`config.mk`:
```
export PLATFORM = sky130hd
export DESIGN_NAME = seg7_scan_ctrl
export DESIGN_NICKNAME = d
export VERILOG_FILES = /design/src/rtl/seg7_scan_ctrl.sv
export SDC_FILE = /design/constraint.sdc
export NUM_CORES = 1
export LEC_CHECK = 0
export ABC_AREA = 1
export CORE_UTILIZATION = 53
export DETAILED_ROUTE_END_ITERATION = 10
export PLACE_DENSITY = 0.79
export SYNTH_ARGS = -nofsm -noshare
export SYNTH_HDL_FRONTEND = slang
export SYNTH_SLANG_ARGS = --single-unit
```
`constraint.sdc`:
```
create_clock -name clk -period 2.44 [get_ports clk]
set_input_delay 0.244 -clock clk [delete_from_list [all_inputs] [get_ports clk]]
set_output_delay 0.244 -clock clk [all_outputs]
set_load 0.01 [all_outputs]
```
`src/rtl/seg7_scan_ctrl.sv`:
```
// seg7_scan_ctrl: time-multiplexed scan controller for NUM_DIG seven-segment
// digits that share one external 2-bit SEG7 decoder.
//
// Each digit gets a DRIVE slot of DWELL_CYC cycles followed by a BLANK gap of
// BLANK_CYC cycles with every digit off, which stops ghosting between digits.
// Game logic writes codes through a shadow buffer. The shadow buffer is copied
// into the active buffer only on frame boundaries, so a frame is never torn.
//
// Optional feature macro: SEG7_BLINK_EN
//   When defined, the build adds the iBlinkMask port and a frame counter. While
//   the blink phase is 1, masked digits stay dark in their DRIVE slot.
//
// Load strobe: iLoad is a single-cycle qualifier on iVal. It has no
// back-pressure. Every cycle with iLoad=1 captures iVal, and later captures
// overwrite earlier ones within the same frame.
//
// oDbgState exposes the FSM state (0=IDLE, 1=DRIVE, 2=BLANK) for checkers.

module seg7_scan_ctrl #(
   parameter int NUM_DIG   = 4,
   parameter int DWELL_CYC = 50000,
   parameter int BLANK_CYC = 500
`ifdef SEG7_BLINK_EN
   ,
   parameter int BLINK_FRAMES = 250
`endif
) (
   input  logic                 clk,
   input  logic                 reset,
   input  logic [2*NUM_DIG-1:0] iVal,
   input  logic                 iLoad,
   output logic [1:0]           oDIG,
   input  logic [6:0]           iSEG,
   output logic [6:0]           oSEG,
   output logic [NUM_DIG-1:0]   oAN,
   output logic                 oFrameStart,
`ifdef SEG7_BLINK_EN
   input  logic [NUM_DIG-1:0]   iBlinkMask,
`endif
   output logic [1:0]           oDbgState
);

   // ------------------------------------------------------------------
   // Derived sizes and terminal counts
   // ------------------------------------------------------------------
   localparam int CNT_MAX = (DWELL_CYC > BLANK_CYC) ? DWELL_CYC : BLANK_CYC;
   localparam int CW      = $clog2(CNT_MAX + 1);
   localparam int IW      = $clog2(NUM_DIG);

   localparam logic [CW-1:0] DWELL_LAST = CW'(DWELL_CYC - 1);
   localparam logic [CW-1:0] BLANK_LAST = CW'(BLANK_CYC - 1);
   localparam logic [IW-1:0] IDX_LAST   = IW'(NUM_DIG - 1);

   typedef enum logic [1:0] {
      ST_IDLE  = 2'd0,
      ST_DRIVE = 2'd1,
      ST_BLANK = 2'd2
   } state_t;

   // ------------------------------------------------------------------
   // State and datapath registers
   // ------------------------------------------------------------------
   state_t               state_q, state_d;
   logic [CW-1:0]        cnt_q, cnt_d;
   logic [IW-1:0]        idx_q, idx_d;
   logic [2*NUM_DIG-1:0] active_q, active_d;
   logic [2*NUM_DIG-1:0] shadow_q, shadow_d;
   logic                 pending_q, pending_d;
   logic [1:0]           dig_q, dig_d;
   logic [NUM_DIG-1:0]   an_q, an_d;
   logic                 fs_q, fs_d;
   logic                 lit_q, lit_d;

   logic                 state_chg;
   logic                 enter_drive;
   logic                 frame_bnd;

`ifdef SEG7_BLINK_EN
   localparam int FW = (BLINK_FRAMES > 1) ? $clog2(BLINK_FRAMES) : 1;
   localparam logic [FW-1:0] FR_LAST = FW'(BLINK_FRAMES - 1);

   logic [FW-1:0] fcnt_q, fcnt_d;
   logic          phase_q, phase_d;
`endif

   // FSM state register
   always_ff @(posedge clk) begin
      if (reset) begin
         state_q <= ST_IDLE;
      end else begin
         state_q <= state_d;
      end
   end

   // FSM next state: one IDLE cycle, then alternate DRIVE and BLANK slots
   always_comb begin
      state_d = state_q;
      case (state_q)
         ST_IDLE:  state_d = ST_DRIVE;
         ST_DRIVE: if (cnt_q == DWELL_LAST) state_d = ST_BLANK;
         ST_BLANK: if (cnt_q == BLANK_LAST) state_d = ST_DRIVE;
         default:  state_d = ST_IDLE;
      endcase
   end

   // Transition decode, slot counter and digit index
   always_comb begin
      state_chg   = (state_d != state_q);
      enter_drive = state_chg && (state_d == ST_DRIVE);

      // The counter restarts on every state change, so it only ever counts
      // up to the length of the current state.
      cnt_d = state_chg ? '0 : cnt_q + CW'(1);

      idx_d = idx_q;
      if (state_q == ST_IDLE) begin
         idx_d = '0;
      end else if ((state_q == ST_BLANK) && enter_drive) begin
         idx_d = (idx_q == IDX_LAST) ? '0 : idx_q + IW'(1);
      end

      // A frame boundary is any entry into DRIVE for digit 0. This includes
      // the first entry after IDLE.
      frame_bnd = enter_drive && (idx_d == '0);
   end

   // Double-buffered load path: shadow captures, boundary publishes
   always_comb begin
      shadow_d  = iLoad ? iVal : shadow_q;
      pending_d = pending_q;
      active_d  = active_q;
      if (frame_bnd) begin
         // A load that coincides with the boundary bypasses the shadow so
         // the new frame already shows it.
         pending_d = 1'b0;
         if (iLoad) begin
            active_d = iVal;
         end else if (pending_q) begin
            active_d = shadow_q;
         end
      end else if (iLoad) begin
         pending_d = 1'b1;
      end
   end

`ifdef SEG7_BLINK_EN
   // Blink phase: toggles after every BLINK_FRAMES completed frames
   always_comb begin
      fcnt_d  = fcnt_q;
      phase_d = phase_q;
      // Only a wrap from the last digit completes a frame. The first entry
      // after IDLE starts frame 0 and does not count.
      if (frame_bnd && (state_q == ST_BLANK)) begin
         if (fcnt_q == FR_LAST) begin
            fcnt_d  = '0;
            phase_d = ~phase_q;
         end else begin
            fcnt_d = fcnt_q + FW'(1);
         end
      end
      lit_d = !(phase_d && iBlinkMask[idx_d]);
   end
`else
   // Every digit is lit in its own slot
   always_comb begin
      lit_d = 1'b1;
   end
`endif

   // FSM outputs: registered enables and code, updated when a state is entered
   always_comb begin
      an_d  = an_q;
      dig_d = dig_q;
      fs_d  = 1'b0;
      if (enter_drive) begin
         dig_d = active_d[{idx_d, 1'b0} +: 2];
         fs_d  = (idx_d == '0);
         for (int k = 0; k < NUM_DIG; k++) begin
            an_d[k] = !(lit_d && (idx_d == IW'(k)));
         end
      end else if (state_chg) begin
         an_d = '1;
      end
   end

   // Datapath and output registers
   always_ff @(posedge clk) begin
      if (reset) begin
         cnt_q     <= '0;
         idx_q     <= '0;
         active_q  <= '0;
         shadow_q  <= '0;
         pending_q <= 1'b0;
         dig_q     <= 2'b00;
         an_q      <= '1;
         fs_q      <= 1'b0;
         lit_q     <= 1'b1;
      end else begin
         cnt_q     <= cnt_d;
         idx_q     <= idx_d;
         active_q  <= active_d;
         shadow_q  <= shadow_d;
         pending_q <= pending_d;
         dig_q     <= dig_d;
         an_q      <= an_d;
         fs_q      <= fs_d;
         lit_q     <= lit_d;
      end
   end

`ifdef SEG7_BLINK_EN
   // Frame counter and blink phase registers
   always_ff @(posedge clk) begin
      if (reset) begin
         fcnt_q  <= '0;
         phase_q <= 1'b0;
      end else begin
         fcnt_q  <= fcnt_d;
         phase_q <= phase_d;
      end
   end
`endif

   // Segment gating: decoder output passes only while a lit digit is driven
   always_comb begin
      oSEG = ((state_q == ST_DRIVE) && lit_q) ? iSEG : 7'h7F;
   end

   assign oDIG        = dig_q;
   assign oAN         = an_q;
   assign oFrameStart = fs_q;
   assign oDbgState   = state_q;

endmodule

```
* Word level (Yosys, flattened, before mapping)
Index checks and enable logic that the tools add are counted.
** Cells by class
- $add $sub $neg :: 2
- Eq/ne operators :: 10
- Shifts and indexed selects :: 1
- Multiplexer cells :: 12
- Bitwise gates (word level) :: 1
- Reductions and logical operators :: 13
** Operators with widths (number)
- $mux W8 :: 3
- $add A16 B1 Y16 const B :: 1
- $eq A16 B16 Y1 const B :: 1
- $eq A16 B9 Y1 const B :: 1
- $mux W2 :: 5
- $eq A2 B2 Y1 const B :: 4
- $mux W4 :: 2
- $shiftx A8 B4 Y2 :: 1
- $mux W7 :: 1
- $eq A2 B1 Y1 const B :: 3
- $pmux W2 S3 :: 1
- $reduce_or A2 Y1 :: 3
- $logic_not A1 Y1 :: 4
- $logic_not A2 Y1 :: 2
- $logic_and A1 B1 Y1 :: 3
- $add A2 B1 Y2 const B :: 1
- $ne A2 B2 Y1 :: 1
- $reduce_bool A2 Y1 :: 1
- $not A1 Y1 :: 1
** Word-level totals
- Bits in registers :: 44
- Input port bits :: 18
- Output and inout port bits :: 16

* Logic depth before layout (Yosys ltp)
- Word-level depth :: 12
- Depth in mapped cells :: 15
- Gate-level depth less buffers :: 15

* Worst setup path after synthesis
No wires, ideal clock.
- Path kind :: register -> register
- Start :: register cnt_q[0]
- End :: register cnt_q[11]
- Library setup time :: 115 ps
- Arrival time :: 1645 ps
- Data required time :: 2325 ps
- Slack :: 681 ps
- Cell stages (with the launch flop) :: 13
- Buffers on the path :: 1
- Cell sequence :: dfxtp_1 -> ha_1 -> nand2_1 -> nor2_1 -> inv_1 -> nor4_1 -> inv_1 -> nand2_1 -> nand2_1 -> nand2_1 -> buf_2 -> nor2_1 -> o21a_1
** Between the ends
- Word-level cells in the longest chain between the ends :: 5
** RTL lines
- start, declared :: line 64 : logic [CW-1:0] cnt_q, cnt_d;
- start signal, assigned :: line 199 : cnt_q <= cnt_d;
- $eq A16 B9 Y1 or $eq A16 B16 Y1 (tied branches) :: line 101, 100
- $mux W2, on equally long branches :: line 101, 100
- $pmux W2 S3 :: line 98 : case (state_q)
- $ne A2 B2 Y1 :: line 108 : state_chg = (state_d != state_q);
- $reduce_or A2 Y1 (no source line)
Parallel ways exist; a longest one is shown, timed or not.
A chain may end at the register's enable or synchronous reset.

* Final worst setup path
Same ends and word-level chain as after synthesis.

==> qor.yml <==
run_status:
  status: "complete, no violations"
yosys:
  synth_nets: 328
  synth_edf_count: 0
  ys.flop_type: "dfxtp_1"
  synth-xor-area-share_pct: 2.83
  synthCells: 308
  synth-seq-cells: 44
  yosys-mux-area-fraction_pct: 0
  synthDistinctLibCells: 34
  synth_top_area_share_pct: 40.7
  synth_largest_area_cell: "dfxtp_1"
  post-synth-top-count-cell: "nand2_1"
  ys_seq_area_share_pct: 40.7
  synthTopCellsByArea: "dfxtp_1 (41%), nand2_1 (13%), nor2_1 (7.3%), inv_1 (6.8%), a21oi_1 (3.2%)"
  synth_fa_ha_area_share_pct: 1.16
  synth_top_family_by_area: "simple AND/OR/NAND/NOR gates"
  synth_commonest_cells: "nand2_1 (75), dfxtp_1 (44), nor2_1 (42), inv_1 (39)"
  yosysWarnings: 0
  synth.cell_area_sq_mm: 0.00216
  async_reset_ff_share_pct: 0
  synth_compound_area_share_pct: 11.7
  synth.avg_cell_area_sq_um: 7.02
  yosys.area_share.simple_pct: 33.4
sta:
  finalHoldViolations: 0
  finalClockSkew_ns: 0.00441
  tns_ns: 0
  finalWorstSetupSlack_ns: 0.356
  fmax_ghz: 0.480
  tightestPinTransition_ns: 0.471
  rsz0062_at_grt: "no"
  final-max-slew-violation-count: 0
  slew_headroom_pct: 68.5
  setup_viol_count_final: 0
  fin_crit_sh_pct: 85.4
  post-route-min-period_ns: 2.08
clock_network:
  cts-root-buf: "clkbuf_8"
  clk_pin_slew_ns: 0.08
  post_cts_buffers: 0
  cts_sinks: 44
  clk_latency_ns: 0.30
  cts_tree: "yes"
  cts-resized-gates: 0
  cts-htree-levels: 2
  numCtsBuffers: 5
  cts.path.max_buffers: 2
  ctsHoldBuffers: 0
global_routing:
  grt_max_degree: 21
  antenna_found_initial: 0
  grt_pass1_wl_um: 7820
  overflow: 0
  grt_usage_pct: 23.8
  grt_pass1_vias: 1805
job:
  drv_cap: 0
detailed_routing:
  vias: 1965
  ant_nets: 0
  vias_per_cell: 5.03
  drc: 0
  drtPass1Iterations: 4
  wl_um: 4420
  wl_per_cell_um: 11.3
  first_iter_violations: 105
pwr:
  p_clk_share_pct: 36.3
  p_sw_uw: 361
  switching_share_pct: 24.0
  combPwrFrac_pct: 13.0
  peakVddDrop_v: 0.000373
  powerDensity_mw_per_mm2: 572
  pwr-share-seq_pct: 50.7
  p_leak_nw: 1.12
  intPower_mw: 1.14
die:
  die_h_um: 65.9
  floorplan.initialDensity_pct: 56.9
  io_pins: 34
  row_count: 22
  dieArea_sq_mm: 0.00434
  core_area_sq_mm: 0.00380
  die-width_um: 65.9
finish:
  drive_gt1_share_pct: 8.16
  syn_to_final_growth_pct: 21.7
  diodes: 0
  nets: 362
place:
  place.gp.congestion: 0.819
  io_buffers: 33
  hpwl_um: 3240
  dpl_worst_slack_ns: 0.390
worst_setup_path:
  endpoint_kind: "flop"
  path_class: "flop to flop"
  crit_path_max_fanout: 20
  cp.required_ns: 2.64
  startpoint_type: "flop"
  r2r_slack_ns: 0.36
  arrival_ns: 2.28
hold_path:
  hold_path.class: "flop to flop"
## layout make-up
cell class	instances	area [sq um]
Clock inverter	2	35.0
Multi-Input combinational cell	210	1060
Tap cell	48	60.1
Fill cell	345	1170
Sequential cell	44	881
Inverter	45	169
Timing Repair Buffer	36	353
Clock buffer	6	72.6
## critical path: stages, from the launching register on
cell and delay, ns:
dfxtp_1 0.36, ha_1 0.20, nand2_1 0.07, nor2_1 0.19, inv_1 0.11, nor4_1 0.37
inv_1 0.08, nand2_1 0.09, nand2_1 0.06, nand2_1 0.05, buf_4 0.23, nor2_1 0.06
o21a_1 0.11
## cell usage in the layout (no fill, tap or decap)
cell type / synthesis / routed
nand2_1: 75 / 75
dfxtp_1: 44 / 44
nor2_1: 42 / 42
inv_1: 39 / 39
clkdlybuf4s50_1: 0 / 33
o21ai_0: 14 / 14
a21oi_1: 14 / 14
nand3_1: 13 / 13
nand4_1: 8 / 8
xor2_1: 7 / 7
inv_2: 6 / 6
a21boi_0: 6 / 6
clkbuf_8: 0 / 5
nand2_2: 3 / 3
o32ai_1: 3 / 3
nor3_1: 3 / 3
buf_4: 0 / 3
nor2_2: 2 / 2
nor4_1: 2 / 2
nor2_4: 2 / 2
nand3_2: 2 / 2
nor3b_1: 2 / 2
ha_1: 2 / 2
nand3b_1: 1 / 1
nor2_8: 1 / 1
nand3_4: 1 / 1
a31oi_1: 1 / 1
o211ai_1: 1 / 1
o31ai_1: 1 / 1
o22ai_1: 1 / 1
a211oi_1: 1 / 1
o21a_1: 1 / 1
or2_2: 1 / 1
bufinv_16: 0 / 1
clkbuf_1: 4 / 1
clkinv_2: 0 / 1
## per-layer routing
| layer | up-vias | track usage, % | part of all wire (%) |
|---|---|---|---|
| met5 | - | 0 | 0 |
| met4 | 0 | 10.6 | 1.6 |
| met3 | 7 | 4.83 | 5.8 |
| met2 | 44 | 36.4 | 42 |
| met1 | 865 | 32.2 | 50 |
| li1 | 1049 | - | - |
## power groups by stage
stage / Sequential, mW / Combinational (mW) / Clock [mW]
4_1_cts: 0.764 / 0.197 / 0.563
5_1_grt: 0.768 / 0.222 / 0.584
3_3_place_gp: 0.780 / 0.193 / 0
2_1_floorplan: 0.780 / 0.114 / 0
6_report: 0.764 / 0.196 / 0.546
3_5_place_dp: 0.781 / 0.196 / 0
## worst paths after layout
check	from	endpoint	cells past startpoint
worst max register to register	cnt_q[0]$_SDFF_PP0_	cnt_q[11]$_SDFF_PP0_	12
worst max-delay path	cnt_q[0]$_SDFF_PP0_	cnt_q[11]$_SDFF_PP0_	12
worst min register to register	cnt_q[0]$_SDFF_PP0_	cnt_q[0]$_SDFF_PP0_	1
worst min-delay path	cnt_q[0]$_SDFF_PP0_	cnt_q[0]$_SDFF_PP0_	1
## state kept, by name, summed over array words and instances (netlist names)
name and cells:
cnt_q 16, idx_q 2, oFrameStart 1, pending_q 1
active_q 8, oDbgState 2, oAN 4, oDIG 2
shadow_q 8
## through the flow
step           hold slack [ns]  instances  cell area (sq um)  util, %  power, mW
2_1_floorplan            0.400        308               2160        -      0.894
3_3_place_gp             0.429        383               2520     66.5      0.973
3_5_place_dp             0.441        383               2520     66.5      0.976
4_1_cts                  0.454        391               2630     69.3       1.52
5_1_grt                  0.480        391               2630     69.3       1.57
6_report                 0.453        391               2630     69.3       1.51
## kinds of logic (layout without fill, tap and decap cells)
family | count (synthesis) | after routing
simple gates | 158 | 158
compound gates | 43 | 43
buf+inv | 54 | 89
xor+xnor | 7 | 7
fa+ha+maj | 2 | 2
flops | 44 | 44
Note: power is estimated with default switching activity, not from simulation.
